$ cat config.mk
export PLATFORM = sky130hd
export DESIGN_NAME = cb_exec_unit
export DESIGN_NICKNAME = d
export VERILOG_FILES = /design/src/rtl/cb_exec_unit.sv
export SDC_FILE = /design/constraint.sdc
export NUM_CORES = 1
export LEC_CHECK = 0
export CAP_MARGIN = 20
export CORE_UTILIZATION = 50
export DETAILED_ROUTE_END_ITERATION = 10
export GPL_ROUTABILITY_DRIVEN = 0
export HOLD_SLACK_MARGIN = 0.05
export PLACE_DENSITY = 0.81
export SLEW_MARGIN = 20
export SYNTH_ARGS = -nofsm -noshare
export SYNTH_HDL_FRONTEND = slang
export SYNTH_SLANG_ARGS = --single-unit
$ cat constraint.sdc
create_clock -name clk -period 2.95 [get_ports clk]
set_input_delay 0.295 -clock clk [delete_from_list [all_inputs] [get_ports clk]]
set_output_delay 0.295 -clock clk [all_outputs]
set_load 0.05 [all_outputs]
$ cat src/rtl/cb_exec_unit.sv
// Sequential executor for the Z80 CB-prefix group (rotate/shift, BIT, RES, SET) with (HL) read-modify-write.
// Optional build macro CB_EXEC_SLL_EN enables SLL (opcodes 0x30-0x37); otherwise those opcodes complete as illegal no-ops.
module cb_exec_unit #(
    parameter int DATA_W = 8,
    parameter int ADDR_W = 16
) (
    input  logic              clk,
    input  logic              reset,
    input  logic              start,
    input  logic [7:0]        opcode,
    input  logic [DATA_W-1:0] operand,
    input  logic [7:0]        f_in,
    input  logic [ADDR_W-1:0] hl,
    output logic              mem_rd,
    output logic              mem_wr,
    output logic [ADDR_W-1:0] mem_addr,
    output logic [DATA_W-1:0] mem_wdata,
    input  logic [DATA_W-1:0] mem_rdata,
    input  logic              mem_ack,
    output logic              busy,
    output logic              done,
    output logic [DATA_W-1:0] result,
    output logic [7:0]        f_out,
    output logic              illegal
);

    typedef enum logic [2:0] {IDLE, RD, EXEC, WR, DONE} state_t;

    state_t state, next_state;

    logic [7:0]        op_q;
    logic [DATA_W-1:0] opnd_q;
    logic [7:0]        f_q;
    logic [ADDR_W-1:0] hl_q;
    logic [DATA_W-1:0] wdata_q;
    logic [7:0]        fnew_q;
    logic [DATA_W-1:0] res_q;
    logic [7:0]        fout_q;

    logic              hl_form;
    logic              is_bit;
    logic              undef_op;
    logic              needs_wr;
    logic [2:0]        bit_n;
    logic [DATA_W-1:0] bit_mask;
    logic [DATA_W-1:0] shift_r;
    logic              shift_c;
    logic [DATA_W-1:0] exec_res;
    logic [7:0]        exec_f;

    assign hl_form  = (op_q[2:0] == 3'd6);
    assign is_bit   = (op_q[7:6] == 2'b01);
    assign bit_n    = op_q[5:3];
    assign bit_mask = DATA_W'(1) << bit_n;

`ifdef CB_EXEC_SLL_EN
    assign undef_op = 1'b0;
`else
    assign undef_op = (op_q[7:3] == 5'b00110);
`endif

    // BIT and undefined ops leave memory untouched, so (HL) forms skip the write.
    assign needs_wr = hl_form && !is_bit && !undef_op;

    always_comb begin
        shift_r = opnd_q;
        shift_c = 1'b0;
        case (op_q[5:3])
            3'd0: begin shift_r = {opnd_q[DATA_W-2:0], opnd_q[DATA_W-1]}; shift_c = opnd_q[DATA_W-1]; end
            3'd1: begin shift_r = {opnd_q[0], opnd_q[DATA_W-1:1]};        shift_c = opnd_q[0];        end
            3'd2: begin shift_r = {opnd_q[DATA_W-2:0], f_q[0]};           shift_c = opnd_q[DATA_W-1]; end
            3'd3: begin shift_r = {f_q[0], opnd_q[DATA_W-1:1]};           shift_c = opnd_q[0];        end
            3'd4: begin shift_r = {opnd_q[DATA_W-2:0], 1'b0};             shift_c = opnd_q[DATA_W-1]; end
            3'd5: begin shift_r = {opnd_q[DATA_W-1], opnd_q[DATA_W-1:1]}; shift_c = opnd_q[0];        end
            3'd6: begin shift_r = {opnd_q[DATA_W-2:0], 1'b1};             shift_c = opnd_q[DATA_W-1]; end
            default: begin shift_r = {1'b0, opnd_q[DATA_W-1:1]};          shift_c = opnd_q[0];        end
        endcase
    end

    // Flag byte layout: S Z Y H X PV N C.
    always_comb begin
        exec_res = opnd_q;
        exec_f   = f_q;
        case (op_q[7:6])
            2'b00: begin
                if (!undef_op) begin
                    exec_res = shift_r;
                    exec_f   = {shift_r[DATA_W-1], (shift_r == '0), shift_r[5], 1'b0,
                                shift_r[3], ~^shift_r[7:0], 1'b0, shift_c};
                end
            end
            2'b01: begin
                exec_f = {(bit_n == 3'd7) & opnd_q[7], ~opnd_q[bit_n], opnd_q[5], 1'b1,
                          opnd_q[3], ~opnd_q[bit_n], 1'b0, f_q[0]};
            end
            2'b10:   exec_res = opnd_q & ~bit_mask;
            default: exec_res = opnd_q | bit_mask;
        endcase
    end

    always_comb begin
        next_state = state;
        mem_rd     = 1'b0;
        mem_wr     = 1'b0;
        mem_addr   = '0;
        mem_wdata  = '0;
        busy       = 1'b0;
        done       = 1'b0;
        illegal    = 1'b0;
        case (state)
            IDLE: begin
                if (start) next_state = (opcode[2:0] == 3'd6) ? RD : EXEC;
            end
            RD: begin
                mem_rd   = 1'b1;
                mem_addr = hl_q;
                busy     = 1'b1;
                if (mem_ack) next_state = EXEC;
            end
            EXEC: begin
                busy       = 1'b1;
                next_state = needs_wr ? WR : DONE;
            end
            WR: begin
                mem_wr    = 1'b1;
                mem_addr  = hl_q;
                mem_wdata = wdata_q;
                busy      = 1'b1;
                if (mem_ack) next_state = DONE;
            end
            DONE: begin
                done       = 1'b1;
                illegal    = undef_op;
                next_state = IDLE;
            end
            default: next_state = IDLE;
        endcase
    end

    // result/f_out only change on the edge that enters DONE, so they stay stable between done pulses.
    always_ff @(posedge clk) begin
        if (reset) begin
            state   <= IDLE;
            op_q    <= '0;
            opnd_q  <= '0;
            f_q     <= '0;
            hl_q    <= '0;
            wdata_q <= '0;
            fnew_q  <= '0;
            res_q   <= '0;
            fout_q  <= '0;
        end else begin
            state <= next_state;
            case (state)
                IDLE: begin
                    if (start) begin
                        op_q   <= opcode;
                        opnd_q <= operand;
                        f_q    <= f_in;
                        hl_q   <= hl;
                    end
                end
                RD: begin
                    if (mem_ack) opnd_q <= mem_rdata;
                end
                EXEC: begin
                    wdata_q <= exec_res;
                    fnew_q  <= exec_f;
                    if (next_state == DONE) begin
                        res_q  <= exec_res;
                        fout_q <= exec_f;
                    end
                end
                WR: begin
                    if (mem_ack) begin
                        res_q  <= wdata_q;
                        fout_q <= fnew_q;
                    end
                end
                default: ;
            endcase
        end
    end

    assign result = res_q;
    assign f_out  = fout_q;

endmodule

==> flow_summary.ini <==
[outcome]
outcome = finished, final reports clean

[min_path]
min_from = reset
whs_path_depth = 2
worstHoldEndpoint = opnd_q[6]
hold_class = primary input to register

[clock_tree]
cts_sinks = 75
cts_buffer_depth = 2
cts_buffers = 9
cts-root-buf = clkbuf_8
cts_tree = built
cts_hold_buf = 0
insertion_delay_ns = 0.35
htreeDepth = 3
clk_pin_slew_ns = 0.08

[cells_and_area]
finalInstanceArea_sq_mm = 0.00522
fillers = 637
n_antenna_cell = 0
seq_area_sq_mm = 0.00150
drive_gt1_frac = 0.0668
nets = 649
multi_input_area_sq_mm = 0.00224
area_growth_pct = 31.3
finalNonFillerCells = 701

[synthesis]
netlist_instances = 519
syn_area_sq_mm = 0.00398
ys_types = 59
ys.warnings.count = 0
seq_area_frac_synth = 0.377
synth_flop_cell = dfxtp_1
synth_edf_count = 0
yosys-top-cells-count = 97 x nand2_1, 75 x a21oi_1, 75 x dfxtp_1
yosysMostFrequentCell = nand2_1
syn_avg_cell_area_sq_um = 7.67
netlist.area_leader.share = 0.377
ys_top_cells_by_area = dfxtp_1 38%, a21oi_1 9.4%, nand2_1 9.2%
synth_fp_nets = 574
async_flop_share = 0
synth_top_area_cell = dfxtp_1
ys_ff_latch = 75

[run]
max_cap_violations = 0

[floorplanning]
rows = 32
core_sq_mm = 0.00773
die_area_sq_mm = 0.00832
pin_count = 97
dieWidth_um = 91.2
initial_core_util = 0.515
die_h_um = 91.2

[global_routing]
grt_max_degree = 41
grt_pass1_wl_um = 18500
antenna_found_initial = 0
grt_pass1_vias = 3808
grt-ovfl-total = 0
track_usage = 0.278

[power]
power.density_mw_per_mm2 = 521
ir_drop_mv = 0.332
p_leak_nw = 1.99

[drt]
routed_wl_um = 11300
drc_errors = 0
ant_nets = 0
vias = 4096
initialDrtViolationCount = 342
vias_per_cell = 5.84
wire_per_inst_um = 16.2
drt_first_pass_iters = 5

[timing]
drv_slew = 0
final-setup-viol-count = 0
period_minus_slack_ns = 2.83
grt_setup_unrepaired = no
finalWorstSetupSlack_ns = 0.115
period_share = 0.961
finalHoldViolCount = 0
holdWs_ns = 0.405
final.setup_skew_ns = 0.00876
tightest_slew_ns = 0.776
fin_tns_setup_ns = 0
maxSlewHeadroom = 0.482
fmax_mhz = 353

[critical_path]
reg2reg_from = op_q[5]
r2r_slack_ns = 0.21
start_kind = register
worstPathMaxFanout = 19
worstSetupPathType = register to output port
worstReg2RegEnd = fnew_q[2]
end_kind = output port
cp.required_ns = 2.65
crit_arrival_ns = 2.54
r2r_cells = 9

[placement]
port_buffers = 96
place_inst = 685
dp_hpwl_um = 8080
pre_cts_ws_ns = 0.322
placed_cell_area_sq_mm = 0.00496
## critical path, cell delays in order, from the launching register on
cell             delay [ns]
dfxtp_1                0.45
nand2b_1               0.15
or2_2                  0.43
inv_2                  0.29
clkdlybuf4s50_1        0.86
## through the flow
step	util	power [mW]
2_1_floorplan	-	1.56
3_3_place_gp	0.642	1.74
3_5_place_dp	0.642	1.76
4_1_cts	0.674	2.71
5_1_grt	0.676	2.83
6_report	0.676	2.72
## state kept, by name (all words and copies together), names as in the netlist
signal,flops
fnew_q,8
state,3
wdata_q,8
op_q,8
f_q,8
hl_q,16
opnd_q,8
f_out,8
result,8
## cells in the final DEF, fill, tap and decap left out, types with 4 or more instances in the layout
master and count:
and2_1 25, xnor2_1 5, inv_1 9, nand3b_1 4, nand2_1 97, a211oi_1 9, nor4_1 4, nand4_1 4
inv_2 4, clkdlybuf4s50_1 87, a21oi_1 75, buf_4 13, o31ai_1 7, dfxtp_1 75, nand3_1 10, a31oi_1 4
nor3_1 13, o21ai_0 11, nor2_1 27, nand2b_1 7, mux2i_1 16, o21ai_1 10, clkbuf_8 9, dlymetal6s2s_1 7
## power by group
part | total [mW] | leakage (nW) | switching [mW] | internal (mW)
registers | 1.16 | 0.614 | 0.0775 | 1.08
clock network | 0.967 | 0.121 | 0.402 | 0.565
logic | 0.593 | 1.26 | 0.340 | 0.253
## layout make-up
| type | count | share of cell area |
|---|---|---|
| tap | 102 | 0.0244 |
| multi-input combinational | 387 | 0.430 |
| timing repair buffer | 108 | 0.203 |
| sequential | 75 | 0.287 |
| clock buffer | 10 | 0.0244 |
| inverter | 13 | 0.00934 |
| clock inverter | 6 | 0.0216 |
## worst max-delay path by stage
stage | from | endpoint | slack [ns] | cells after the start
after floorplan | op_q[3] | fnew_q[2] | 0.54 | 11
after global placement | op_q[5] | fnew_q[2] | 0.47 | 9
after detailed placement | op_q[5] | fnew_q[2] | 0.32 | 9
after CTS | state[1] | mem_wdata[1] | 0.005 | 5
after global routing | state[1] | mem_wr | 0.005 | 4
final | state[1] | mem_wr | 0.12 | 4
## cell families (layout without fill, tap and decap cells)
family | Yosys count | count (layout) | synth area share
adder cells (fa/ha/maj) | 3 | 3 | 0.00943
AO/OA/AOI/OAI | 153 | 153 | 0.237
AND/OR/NAND/NOR | 207 | 207 | 0.252
multiplexers | 19 | 19 | 0.0516
XOR/XNOR | 5 | 5 | 0.0110
buffers and inverters | 57 | 137 | 0.0610
flip-flops | 75 | 75 | 0.377
## routing by layer
| metal | up-vias | GRT usage | wire length [um] |
|---|---|---|---|
| li1 | 1971 | - | - |
| met1 | 1887 | 0.366 | 4980 |
| met2 | 207 | 0.438 | 5140 |
| met3 | 31 | 0.0611 | 913 |
| met4 | 0 | 0.120 | 297 |
| met5 | - | 0 | 0 |
## what timing repair did
action	in CTS	in global routing
endpoints found under the setup margin	0	7
buffers inserted	0	0
hold endpoints to repair	0	0
resized for setup	0	7
Note: power is estimated with default switching activity, not from simulation.
==> RTL change, RTL diff (same flow settings) <==
Add a define of `CB_EXEC_SLL_EN`.
--- a/src/rtl/cb_exec_unit.sv
+++ b/src/rtl/cb_exec_unit.sv
@@ -2,2 +2,4 @@
 // Optional build macro CB_EXEC_SLL_EN enables SLL (opcodes 0x30-0x37); otherwise those opcodes complete as illegal no-ops.
+`define CB_EXEC_SLL_EN
+
 module cb_exec_unit #(
Formal check against the unedited RTL: not equivalent (Yosys sat finds a counterexample within 4 cycles, from zero or initial values and one cycle with reset high).
==> RTL change against the original RTL <==
- power is 2.1% higher
- wire length is 11% lower
- cell count shrank 3.9%
- sequential share of layout area is 0.48 points higher
- first-iteration DRC count decreased by 21%
- synthesized cell count down 4.6%
- synthesized area fell by 1.6%
- cell area decreased by 1.6%
- critical path depth stayed put
- worst setup slack gained 0.030 ns
- sequential cell count stayed put
- non-clock buffer count down 3
- largest cell class unchanged
==> RTL change: results <==
metrics = {
    "run_status": {
        "status": "finished clean",
    },
    "route": {
        "first_pass_iters": 4,
        "vias_per_cell": 5.59,
        "drtIter0Drc": 270,
        "finalWirelength_um": 10100,
    },
    "critical_path": {
        "crit_path_max_fanout": 26,
        "crit_arrival_ns": 2.51,
    },
    "global_route": {
        "met2_usage": 0.399,
        "grt_use_met1": 0.331,
        "grt_pass1_wl_um": 16700,
        "grt_pass1_vias": 3524,
        "grt_util_met3": 0.0463,
        "track_usage": 0.247,
        "grt_max_degree": 47,
    },
    "yosys": {
        "yosysSeqAreaShare": 0.384,
        "synth_fp_nets": 551,
        "synth_compound_area_frac": 0.204,
        "synthXorXnorAreaFrac": 0.00895,
        "muxShareOfSynthArea": 0.0412,
        "yosys_warnings": 0,
        "synth_common_cells": "nand2_1, dfxtp_1, nor2_1",
        "yosys-top-cells-area": "dfxtp_1, nand2_1, a21oi_1",
        "synthArstFlopShare": 0,
        "synth_fa_ha_area_frac": 0.0128,
        "ys_types": 60,
    },
    "pwr": {
        "p_leak_nw": 1.90,
        "power.net_switching_mw": 0.778,
        "ir_drop_uv": 311,
    },
    "final_layout": {
        "nets": 626,
        "final_layout_size_suffix_gt1_frac": 0.0748,
    },
    "timing": {
        "skew_ns": 0.00969,
        "tightest_slew_ns": 0.872,
    },
    "placed_design": {
        "dp_hpwl_um": 7100,
        "dpl_worst_slack_ns": 0.537,
        "placed_area_mm2": 0.00486,
        "port_buffers": 95,
    },
    "clocking": {
        "post_cts_resized": 0,
    },
    "min_path": {
        "holdCritPathClass": "flip-flop to flip-flop",
    },
}
## RTL change: cell types whose count changed after synthesis, sizes merged, moves of 5 or more
cell    unedited run  this run
buf               16        22
nand3             10         4
nand2             97        91
o211ai             1        15
o311ai             1         7
nor4               5         0
o21ai             21         9
inv               13         7
o31ai              7         0
a21oi             75        54
clkbuf            28        19
nor2              27        56
## RTL change: final cells by class
class | count | area [um^2]
Clock buffer | 10 | 138
Clock inverter | 6 | 136
Fill cell | 601 | 2270
Inverter | 7 | 26.3
Multi-Input combinational cell | 372 | 2180
Sequential cell | 75 | 1500
Tap cell | 99 | 124
Timing Repair Buffer | 105 | 1030
## RTL change: critical path, cell delays in order, from the launching register on
cell and delay (ns):
dfxtp_1 0.60, nand3b_4 0.22, inv_2 0.35, and2_1 0.19, clkdlybuf4s50_1 0.80
## RTL change: per-layer routing
layer / wire length [um] / part of all wire
met3: 671 / 0.067
met4: 99 / 0.0099
met1: 4520 / 0.45
met2: 4760 / 0.47
met5: 0 / 0
## RTL change: logic make-up after synthesis
group                      after synthesis
adders and majority gates                4
xor gates and xnor gates                 4
DFF                                     75
muxes                                   16
other                                    1
buffers and inverters                   48
AOI/OAI and AO/OA                      118
and+or+nand+nor                        229
## RTL change: power groups by stage
stage                     registers [mW]  logic [mW]  clock network, mW
after detailed placement            1.17       0.562                  0
final                               1.15       0.567               1.06
after global routing                1.16       0.620               1.12
after floorplan                     1.19       0.365                  0
after global placement              1.17       0.551                  0
after CTS                           1.15       0.565               1.07
## RTL change: path summary, 6_finish.rpt
check,start,endpoint,slack [ns],cells past startpoint
worst max-delay path,state[1],mem_wdata[2],0.15,4
worst min-delay path,result[2],result[2],0.45,2
worst max register to register,op_q[4],f_out[2],0.52,9
worst min register to register,result[2],result[2],0.45,2
## RTL change: through the flow
step / util / cells
floorplan: - / 495
global placement: 0.656 / 658
detailed placement: 0.656 / 658
CTS: 0.693 / 674
global route: 0.693 / 674
finish: 0.693 / 674
